<file path="config.mk">
export PLATFORM = sky130hd
export DESIGN_NAME = sdram_burst_arbiter_flat
export DESIGN_NICKNAME = d
export VERILOG_FILES = /design/src/rtl/sdram_burst_arbiter_if.sv /design/src/rtl/sdram_burst_arbiter.sv /design/src/flat_wrapper.sv
export SDC_FILE = /design/constraint.sdc
export NUM_CORES = 1
export LEC_CHECK = 0
export ABC_AREA = 0
export CAP_MARGIN = 10
export CELL_PAD_IN_SITES_DETAIL_PLACEMENT = 0
export CELL_PAD_IN_SITES_GLOBAL_PLACEMENT = 1
export CORE_MARGIN = 8
export CORE_UTILIZATION = 27
export CTS_CLUSTER_DIAMETER = 50
export DETAILED_ROUTE_END_ITERATION = 8
export HOLD_SLACK_MARGIN = 0.1
export PLACE_DENSITY = 0.79
export SYNTH_ARGS = -nofsm -noshare
export SYNTH_HDL_FRONTEND = slang
export SYNTH_SLANG_ARGS = --single-unit
</file>
<file path="constraint.sdc">
create_clock -name CLK -period 2.1 [get_ports CLK]
set_clock_uncertainty 0.15 [all_clocks]
set_input_delay 0.315 -clock CLK [delete_from_list [all_inputs] [get_ports CLK]]
set_output_delay 0.315 -clock CLK [all_outputs]
set_load 0.02 [all_outputs]
</file>
<file path="src/rtl/sdram_burst_arbiter_if.sv">
// Burst-command bus between the client requesters, the arbiter and the SDRAM controller.
// The arbiter connects through the slave modport; requesters and controller use master.
interface sdram_burst_arbiter_if #(
  parameter int NPORT = 4,
  parameter int ASIZE = 23,
  parameter int LSIZE = 9
);
  logic [NPORT-1:0]       REQ;
  logic [NPORT-1:0]       REQ_WR;
  logic [NPORT*ASIZE-1:0] REQ_ADDR;
  logic [NPORT*LSIZE-1:0] REQ_LEN;
  logic [NPORT-1:0]       GNT;
  logic [NPORT-1:0]       DONE;
  logic                   ERR;
  logic                   CMD_VALID;
  logic                   CMD_WR;
  logic [ASIZE-1:0]       CMD_ADDR;
  logic [LSIZE-1:0]       CMD_LEN;
  logic                   CMD_ACK;
  logic                   CMD_DONE;
  logic                   BUSY;

  modport slave (
    input  REQ, REQ_WR, REQ_ADDR, REQ_LEN, CMD_ACK, CMD_DONE,
    output GNT, DONE, ERR, CMD_VALID, CMD_WR, CMD_ADDR, CMD_LEN, BUSY
  );

  modport master (
    output REQ, REQ_WR, REQ_ADDR, REQ_LEN, CMD_ACK, CMD_DONE,
    input  GNT, DONE, ERR, CMD_VALID, CMD_WR, CMD_ADDR, CMD_LEN, BUSY
  );
endinterface

</file>
<file path="src/rtl/sdram_burst_arbiter.sv">
// Round-robin arbiter sharing the SDRAM controller burst-command port among NPORT
// requesters, with a watchdog that aborts a grant whose burst never completes.
module sdram_burst_arbiter #(
  parameter int NPORT   = 4,
  parameter int ASIZE   = 23,
  parameter int LSIZE   = 9,
  parameter int TIMEOUT = 1023
) (
  input logic                 CLK,
  input logic                 RESET_N,
  sdram_burst_arbiter_if.slave bus
);
  localparam int PW = (NPORT > 1) ? $clog2(NPORT) : 1;
  localparam int CW = $clog2(TIMEOUT + 1);
  localparam logic [PW-1:0]    LAST_RST = PW'(NPORT - 1);
  localparam logic [CW-1:0]    WD_MAX   = CW'(TIMEOUT);
  localparam logic [NPORT-1:0] ONE_HOT  = {{(NPORT-1){1'b0}}, 1'b1};

  typedef enum logic [1:0] {
    ST_IDLE  = 2'd0,
    ST_ISSUE = 2'd1,
    ST_WAIT  = 2'd2
  } state_t;

  state_t           state_r;
  logic [PW-1:0]    last_r;
  logic [PW-1:0]    port_r;
  logic [CW-1:0]    wd_cnt_r;
  logic [NPORT-1:0] gnt_r;
  logic [NPORT-1:0] done_r;
  logic             err_r;
  logic             cmd_valid_r;
  logic             cmd_wr_r;
  logic [ASIZE-1:0] cmd_addr_r;
  logic [LSIZE-1:0] cmd_len_r;
  logic             busy_r;

  logic [ASIZE-1:0] req_addr_a [NPORT];
  logic [LSIZE-1:0] req_len_a  [NPORT];
  logic [NPORT-1:0] elig_s;
  logic             found_s;
  logic [PW-1:0]    pick_s;
  logic [PW-1:0]    idx_s;
  int               idx_i;

  for (genvar g = 0; g < NPORT; g++) begin : g_unpack
    assign req_addr_a[g] = bus.REQ_ADDR[g*ASIZE +: ASIZE];
    assign req_len_a[g]  = bus.REQ_LEN[g*LSIZE +: LSIZE];
    assign elig_s[g]     = bus.REQ[g] & (req_len_a[g] != {LSIZE{1'b0}});
  end

  // Round-robin search: first eligible port from last+1 upward, wrapping, ending at last.
  always_comb begin
    found_s = 1'b0;
    pick_s  = {PW{1'b0}};
    idx_i   = 0;
    idx_s   = {PW{1'b0}};
    for (int k = 1; k <= NPORT; k++) begin
      idx_i = int'(last_r) + k;
      idx_i = (idx_i >= NPORT) ? (idx_i - NPORT) : idx_i;
      idx_s = PW'(idx_i);
      if (!found_s && elig_s[idx_s]) begin
        found_s = 1'b1;
        pick_s  = idx_s;
      end else begin
        found_s = found_s;
      end
    end
  end

  // Grant FSM: latch the winner, issue the command, wait for completion or watchdog abort.
  always_ff @(posedge CLK or negedge RESET_N) begin
    if (!RESET_N) begin
      state_r     <= ST_IDLE;
      last_r      <= LAST_RST;
      port_r      <= {PW{1'b0}};
      wd_cnt_r    <= {CW{1'b0}};
      gnt_r       <= {NPORT{1'b0}};
      done_r      <= {NPORT{1'b0}};
      err_r       <= 1'b0;
      cmd_valid_r <= 1'b0;
      cmd_wr_r    <= 1'b0;
      cmd_addr_r  <= {ASIZE{1'b0}};
      cmd_len_r   <= {LSIZE{1'b0}};
      busy_r      <= 1'b0;
    end else begin
      done_r <= {NPORT{1'b0}};
      err_r  <= 1'b0;
      case (state_r)
        ST_IDLE: begin
          if (found_s) begin
            state_r     <= ST_ISSUE;
            port_r      <= pick_s;
            gnt_r       <= ONE_HOT << pick_s;
            cmd_valid_r <= 1'b1;
            cmd_wr_r    <= bus.REQ_WR[pick_s];
            cmd_addr_r  <= req_addr_a[pick_s];
            cmd_len_r   <= req_len_a[pick_s];
            busy_r      <= 1'b1;
          end
        end
        ST_ISSUE: begin
          if (bus.CMD_ACK) begin
            cmd_valid_r <= 1'b0;
            wd_cnt_r    <= {CW{1'b0}};
            // Ack and done together: the burst is already over, skip WAIT.
            if (bus.CMD_DONE) begin
              state_r <= ST_IDLE;
              done_r  <= ONE_HOT << port_r;
              gnt_r   <= {NPORT{1'b0}};
              last_r  <= port_r;
              busy_r  <= 1'b0;
            end else begin
              state_r <= ST_WAIT;
            end
          end
        end
        ST_WAIT: begin
          if (bus.CMD_DONE) begin
            state_r <= ST_IDLE;
            done_r  <= ONE_HOT << port_r;
            gnt_r   <= {NPORT{1'b0}};
            last_r  <= port_r;
            busy_r  <= 1'b0;
          end else if (wd_cnt_r == WD_MAX) begin
            state_r <= ST_IDLE;
            err_r   <= 1'b1;
            gnt_r   <= {NPORT{1'b0}};
            last_r  <= port_r;
            busy_r  <= 1'b0;
          end else begin
            wd_cnt_r <= wd_cnt_r + CW'(1);
          end
        end
        default: begin
          state_r     <= ST_IDLE;
          gnt_r       <= {NPORT{1'b0}};
          cmd_valid_r <= 1'b0;
          busy_r      <= 1'b0;
        end
      endcase
    end
  end

  assign bus.GNT       = gnt_r;
  assign bus.DONE      = done_r;
  assign bus.ERR       = err_r;
  assign bus.CMD_VALID = cmd_valid_r;
  assign bus.CMD_WR    = cmd_wr_r;
  assign bus.CMD_ADDR  = cmd_addr_r;
  assign bus.CMD_LEN   = cmd_len_r;
  assign bus.BUSY      = busy_r;
endmodule

</file>
<file path="src/flat_wrapper.sv">
// flat-port wrapper written by rule: the top's interface ports become plain ports
module sdram_burst_arbiter_flat 
#(
  parameter int NPORT   = 4,
  parameter int ASIZE   = 23,
  parameter int LSIZE   = 9,
  parameter int TIMEOUT = 1023
)
  (CLK, RESET_N, bus_REQ, bus_REQ_WR, bus_REQ_ADDR, bus_REQ_LEN, bus_CMD_ACK, bus_CMD_DONE, bus_GNT, bus_DONE, bus_ERR, bus_CMD_VALID, bus_CMD_WR, bus_CMD_ADDR, bus_CMD_LEN, bus_BUSY);
  sdram_burst_arbiter_if #(.NPORT(NPORT), .ASIZE(ASIZE), .LSIZE(LSIZE)) bus_i ();
  input logic CLK;
  input logic RESET_N;
  input wire logic [$bits(bus_i.REQ)-1:0] bus_REQ;
  input wire logic [$bits(bus_i.REQ_WR)-1:0] bus_REQ_WR;
  input wire logic [$bits(bus_i.REQ_ADDR)-1:0] bus_REQ_ADDR;
  input wire logic [$bits(bus_i.REQ_LEN)-1:0] bus_REQ_LEN;
  input wire logic [$bits(bus_i.CMD_ACK)-1:0] bus_CMD_ACK;
  input wire logic [$bits(bus_i.CMD_DONE)-1:0] bus_CMD_DONE;
  output wire logic [$bits(bus_i.GNT)-1:0] bus_GNT;
  output wire logic [$bits(bus_i.DONE)-1:0] bus_DONE;
  output wire logic [$bits(bus_i.ERR)-1:0] bus_ERR;
  output wire logic [$bits(bus_i.CMD_VALID)-1:0] bus_CMD_VALID;
  output wire logic [$bits(bus_i.CMD_WR)-1:0] bus_CMD_WR;
  output wire logic [$bits(bus_i.CMD_ADDR)-1:0] bus_CMD_ADDR;
  output wire logic [$bits(bus_i.CMD_LEN)-1:0] bus_CMD_LEN;
  output wire logic [$bits(bus_i.BUSY)-1:0] bus_BUSY;
  assign bus_i.REQ = bus_REQ;
  assign bus_i.REQ_WR = bus_REQ_WR;
  assign bus_i.REQ_ADDR = bus_REQ_ADDR;
  assign bus_i.REQ_LEN = bus_REQ_LEN;
  assign bus_i.CMD_ACK = bus_CMD_ACK;
  assign bus_i.CMD_DONE = bus_CMD_DONE;
  assign bus_GNT = bus_i.GNT;
  assign bus_DONE = bus_i.DONE;
  assign bus_ERR = bus_i.ERR;
  assign bus_CMD_VALID = bus_i.CMD_VALID;
  assign bus_CMD_WR = bus_i.CMD_WR;
  assign bus_CMD_ADDR = bus_i.CMD_ADDR;
  assign bus_CMD_LEN = bus_i.CMD_LEN;
  assign bus_BUSY = bus_i.BUSY;
  sdram_burst_arbiter #(.NPORT(NPORT), .ASIZE(ASIZE), .LSIZE(LSIZE), .TIMEOUT(TIMEOUT)) u_core (.CLK(CLK), .RESET_N(RESET_N), .bus(bus_i));
endmodule
</file>
After elaboration in Yosys (flattened, before gate mapping) --
Cells that the tools add are included. W data, S select, Z words.
Storage, ports and cells: word-level logic and storage cells 129, output and inout bits 44, input bits 140, flip-flop bits (word level) 60
Operators by class: bitwise logic cells 6, equal/unequal tests 9, add/sub/neg operators 9, shift-type cells 2, reductions and logical operators 18, mux-type cells 63, order comparisons 10
Operator list (count):
- $bmux W23 S2 | 1
- $mux W23 | 2
- $reduce_bool A9 Y1 | 4
- $mux W2 | 17
- $mux W10 | 3
- $mux W4 | 7
- $pmux W10 S2 | 1
- $bmux W9 S2 | 1
- $mux W1 | 18
- $mux W9 | 2
- $lt A2 B3 Y1 const B | 5
- $ge A3 B3 Y1 const B | 4
- $pmux W4 S3 | 1
- $reduce_and A4 Y1 | 3
- $add A10 B1 Y10 const B | 1
- $bmux W1 S2 | 5
- $eq A10 B10 Y1 const B | 1
- $ne A2 B2 Y1 const B | 4
- $pmux W4 S2 | 1
- $shl A1 B2 Y4 const A | 2
- $sub A2 B1 Y2 const B | 4
- $add A2 B2 Y3 const B | 2
- $pmux W1 S3 | 2
- $pmux W2 S3 | 1
- 17 further kinds | 25

Depth between registers and ports, before layout --
Gate-level depths: netlist (run 1).
depth in word-level cells 19, mapped depth 9, depth with buffers taken out 8

Least setup slack after synthesis (run 1) --
Ideal clock, no wire load.
path type input to register, start point input port bus_REQ_LEN[22], end point register u_core.cmd_addr_r[10], in the netlist u_core.bus.CMD_ADDR[10], data required time 1.805 ns, arrival 2.150 ns, stages 9, path slack -0.344 ns, buffers on the path 3, cell sequence or4_4 -> o31a_1 -> nor4_2 -> nand2b_1 -> buf_6 -> nand2b_1 -> buf_6 -> buf_12 -> o221ai_2
Between the ends: word-level cells in the longest chain between the ends 18, elaborated cells between the ends (all ways) 29, those cells by class 19 x mux; 2 x bitwise; 8 x reduce/logical
Ends and longest elaborated chain:
- start: declaration | line flat_wrapper.sv:16 | input wire logic [$bits(bus_i.REQ_LEN)-1:0] bus_REQ_LEN;
- $reduce_bool A9 Y1 (*) | line sdram_burst_arbiter.sv:49 | assign elig_s[g] = bus.REQ[g] & (req_len_a[g] != {LSIZE{1'b0}});
- $and A1 B1 Y1 (*) | line sdram_burst_arbiter.sv:49
- $bmux W1 S2 | line sdram_burst_arbiter.sv:62 | if (!found_s && elig_s[idx_s]) begin
- $mux W1 (implied by the code) | line sdram_burst_arbiter.sv:62
- $mux W1 | line sdram_burst_arbiter.sv:62
- $logic_not A1 Y1 | line sdram_burst_arbiter.sv:62
- $logic_and A1 B1 Y1 | line sdram_burst_arbiter.sv:62
- $mux W1 | line sdram_burst_arbiter.sv:62
- $logic_not A1 Y1 | line sdram_burst_arbiter.sv:62
- $logic_and A1 B1 Y1 | line sdram_burst_arbiter.sv:62
- $mux W1 | line sdram_burst_arbiter.sv:62
- $logic_not A1 Y1 | line sdram_burst_arbiter.sv:62
- $logic_and A1 B1 Y1 | line sdram_burst_arbiter.sv:62
- $mux W2 | line sdram_burst_arbiter.sv:62
- $not A2 Y3 (implied by the code) | line sdram_burst_arbiter.sv:97 | cmd_addr_r <= req_addr_a[pick_s];
- $bmux W23 S2 | line sdram_burst_arbiter.sv:97
- $mux W23 (implied by the code) (2 in series) | line sdram_burst_arbiter.sv:97
- end signal: assignment | line sdram_burst_arbiter.sv:83 | cmd_addr_r <= {ASIZE{1'b0}};
- end signal: assignment | line sdram_burst_arbiter.sv:97
- end: declaration | line sdram_burst_arbiter.sv:34 | logic [ASIZE-1:0] cmd_addr_r;
Mark *: on every way between the ends. The rest lies on a longest branch, timed or not. The select of a mux whose other input is x is not followed. A chain may end at the register's enable or synchronous reset.

Worst setup path in the final report (run 1) --
start point input port bus_REQ_LEN[25], end point register u_core.cmd_addr_r[4], in the netlist u_core.bus.CMD_ADDR[4]
Same word-level chain as after synthesis.

==> impl_metrics.tcl, run 1 <==
set metrics [dict create \
    drive_above_1_share 0.390 \
    timing.critical_path.to_type "flop" \
    clock_sinks 60 \
    dieArea_um2 17900 \
    grt_max_degree 23 \
    yosysUniqueCellTypes 43 \
    syn_area_um2 3740 \
    worstSkewPairLatency_ns 0.33 \
    cts_buffers 9 \
    ys_warn_count 0 \
    slew_headroom 0.696 \
    final_antenna_net_count 0 \
    r2r_slack_ns -0.06 \
    fin_nets 736 \
    core_um2 13700 \
    tightestPinTransition_ns 0.456 \
    num_rows 43 \
    rr_worst_depth 10 \
    cts_tree "built" \
    cp.arrival_ns 2.39 \
    drc 0 \
    grt_setup_unrepaired "yes" \
    setup_viol 39 \
    firstDrtPassIters 4 \
    crit_fanout 7 \
    yosysSeqAreaShare 0.402 \
    holdCritStartpoint "bus_REQ_LEN[25]" \
    htreeDepth 3 \
    crit_chain "buf_2 > or4_4 > o31ai_4 > a22oi_2 > o211ai_4 > buf_12 > buf_8 > buf_16 > mux2i_2 > o221ai_2" \
    final_hold_viol_count 0 \
    antenna_found_initial 0 \
    r2r-start "u_core.last_r[1]" \
    cpPeakStageDelay_ns 0.56 \
    numPortBuffers 183 \
    grt_overflow 0 \
    cellLeakagePower_nw 3.14 \
    hold_path.class "input port to flop" \
    drtIter0Drc 120 \
    crit_type "input port to flop" \
    syn_nets 479 \
    vias_per_cell 4.79 \
    grt_pass1_vias 4248 \
    chipWidth_um 134 \
    crit_buf_inv 4 \
    grt_pass1_wl_um 22500 \
    min_period_ns 2.34 \
    cp_slowest_cell "or4_4" \
    setup_slack_ns -0.242 \
    synth_cells 335 \
    clk_pin_slew_ns 0.05 \
    synth-edff-count 0 \
    critPathLaunchType "input port" \
    status "finished, violations left" \
    holdPathStages 3 \
    clock_path_buffers 2 \
    area_growth_pct 104 \
    gp_congestion 0.793 \
    dp_hpwl_um 10400 \
    crit_required_ns 2.15 \
    drt-total-wl_um 15400 \
    synth.avg_cell_area_um2 11.2 \
    synth-main-ff-cell "dfrtp_1" \
    violations "setup timing" \
    cts-root-buf "clkbuf_16" \
    crit_family "compound AO/OA/AOI/OAI gates" \
    peakVddDrop_v 0.000488 \
    drv_cap 0 \
    track_usage 0.160 \
    finalSetupTns_ns -7.15 \
    async_flop_share 1.00 \
    powerDensity_nw_per_um2 1320 \
    clock.fmax_ghz 0.427 \
    place_area_um2 6090 \
    ys_seq_elements 60 \
    wl_per_cell_um 19.8 \
    slew_viol_final 0 \
    r2r_end "u_core.port_r[0]" \
    vias 3723 \
    die_h_um 134 \
    finalCritPeriodShare 1.12 \
    stdcell_area_um2 7620 \
    start_util 0.272 \
    pin_count 184 \
    insertedDiodeCount 0 \
    hold_path_end "u_core.bus.CMD_LEN[7]" \
]
[through the flow]
| stage | utilization | power, mW | hold slack (ns) | setup WS [ns] | cells |
|---|---|---|---|---|---|
| 2_1_floorplan | - | 4.88 | -0.131 | -0.221 | 335 |
| 3_3_place_gp | 0.444 | 6.61 | 0.138 | -0.886 | 727 |
| 3_5_place_dp | 0.444 | 6.72 | 0.140 | -0.974 | 727 |
| 4_1_cts | 0.514 | 9.28 | 0.185 | -0.306 | 764 |
| 5_1_grt | 0.555 | 10.6 | 0.191 | -0.302 | 777 |
| 6_report | 0.555 | 10.1 | 0.197 | -0.242 | 777 |
[power by group]
part           switching, mW  internal, mW  total [mW]
sequential             0.292          1.64        1.93
combinational           2.98          3.57        6.55
clock                  0.550          1.03        1.58
[cell families after synthesis]
logic type | synth area share
AND/OR/NAND/NOR | 0.129
multiplexers | 0.201
AO/OA/AOI/OAI | 0.173
adder cells (fa/ha/maj) | 0.0134
XOR/XNOR | 0.0187
buffers and inverters | 0.0626
flip-flops | 0.402
[worst max path at each step]
stage                     from                 endpoint  slack (ns)  cells after the start
4_1_cts        bus_REQ_LEN[26]   u_core.bus.CMD_ADDR[7]       -0.31                     11
3_5_place_dp   bus_REQ_LEN[22]    u_core.bus.CMD_LEN[0]       -0.97                      8
6_report       bus_REQ_LEN[25]   u_core.bus.CMD_ADDR[4]       -0.24                     10
2_1_floorplan  bus_REQ_LEN[22]  u_core.bus.CMD_ADDR[10]       -0.22                      9
3_3_place_gp   bus_REQ_LEN[22]  u_core.bus.CMD_ADDR[21]       -0.89                      8
5_1_grt        bus_REQ_LEN[25]   u_core.bus.CMD_ADDR[4]       -0.30                     10
[placed cells by master (no fill, tap or decap), drive strengths merged, types with 3 or more instances in the layout]
| cell | n |
|---|---|
| nand3 | 7 |
| clkdlybuf4s15 | 4 |
| o21ai | 4 |
| inv | 8 |
| clkbuf | 20 |
| nand2 | 47 |
| dlymetal6s2s | 4 |
| nor3 | 4 |
| nor4 | 5 |
| xor2 | 7 |
| dlygate4sd2 | 17 |
| and3 | 4 |
| nor2b | 3 |
| a31oi | 3 |
| buf | 83 |
| nor2 | 20 |
| nand2b | 6 |
| o221ai | 33 |
| dfrtp | 58 |
| clkdlybuf4s50 | 146 |
| clkinv | 4 |
| a21oi | 4 |
| nand4 | 3 |
| mux2i | 66 |
| mux2 | 8 |
| ha | 4 |
[what timing repair did]
| item | 4_1_cts | 5_1_grt |
|---|---|---|
| pin swaps | 25 | 29 |
| endpoints found under the hold margin | 12 | 0 |
| buffers inserted | 15 | 9 |
| setup endpoints to repair | 44 | 49 |
| cloned | 6 | 6 |
| gates resized for setup | 132 | 88 |
| hold buffers | 1 | 0 |
[sequential cells by signal (all words and copies together), names as in the netlist]
register,flops
u_core.bus.CMD_ADDR,23
u_core.wd_cnt_r,10
u_core.bus.CMD_LEN,9
u_core.bus.DONE,4
u_core.bus.GNT,4
u_core.last_r,2
u_core.port_r,2
u_core.state_r,2
u_core.bus.BUSY,1
u_core.bus.CMD_VALID,1
u_core.bus.CMD_WR,1
u_core.bus.ERR,1
[layout make-up]
cell class | count | area [µm²]
flip-flops and latches | 60 | 1500
clock buffers | 9 | 225
repair buffers | 266 | 2820
well taps | 180 | 225
multi-input cells | 247 | 2730
fillers | 1141 | 6100
clock inverters | 7 | 91.3
inverters | 8 | 30.0
[synthesized netlist by cell type, types with 4 or more instances]
cell type / n / share of area
and3_1: 4 / 0.0067
nand2b_1: 6 / 0.010
buf_6: 10 / 0.030
o221ai_2: 30 / 0.12
mux2i_1: 66 / 0.18
nor3_1: 4 / 0.0054
o21ai_0: 4 / 0.0054
a21oi_1: 4 / 0.0054
mux2_2: 8 / 0.024
buf_2: 4 / 0.0054
dfrtp_1: 58 / 0.39
xor2_1: 7 / 0.016
inv_1: 8 / 0.0080
nor4_1: 4 / 0.0067
nand3_1: 7 / 0.0094
nand2_1: 47 / 0.047
nor2_1: 20 / 0.020
ha_1: 4 / 0.013
[worst reg2reg max path, stage by stage, from the launching register on]
cell	delay (ns)
dfstp_2	0.52
buf_4	0.12
nor2_1	0.05
a22oi_2	0.17
o211ai_4	0.13
buf_12	0.15
buf_12	0.14
buf_8	0.14
buf_4	0.13
buf_6	0.10
mux2_2	0.24
[layer usage]
metal  part of all wire  GRT usage  vias up
li1                   -          -     1772
met1               0.42      0.186     1815
met2               0.51      0.273      121
met3              0.057     0.0493       15
met4              0.015     0.0530        0
met5                  0          0        -
Note: power is estimated with default switching activity, not from simulation.
==> run 2: changes to the inputs <==
CTS_CLUSTER_SIZE = 8   (was default)
==> results of run 2 <==
Same layout as run 1: the final DEF is identical, and so are final timing and power.
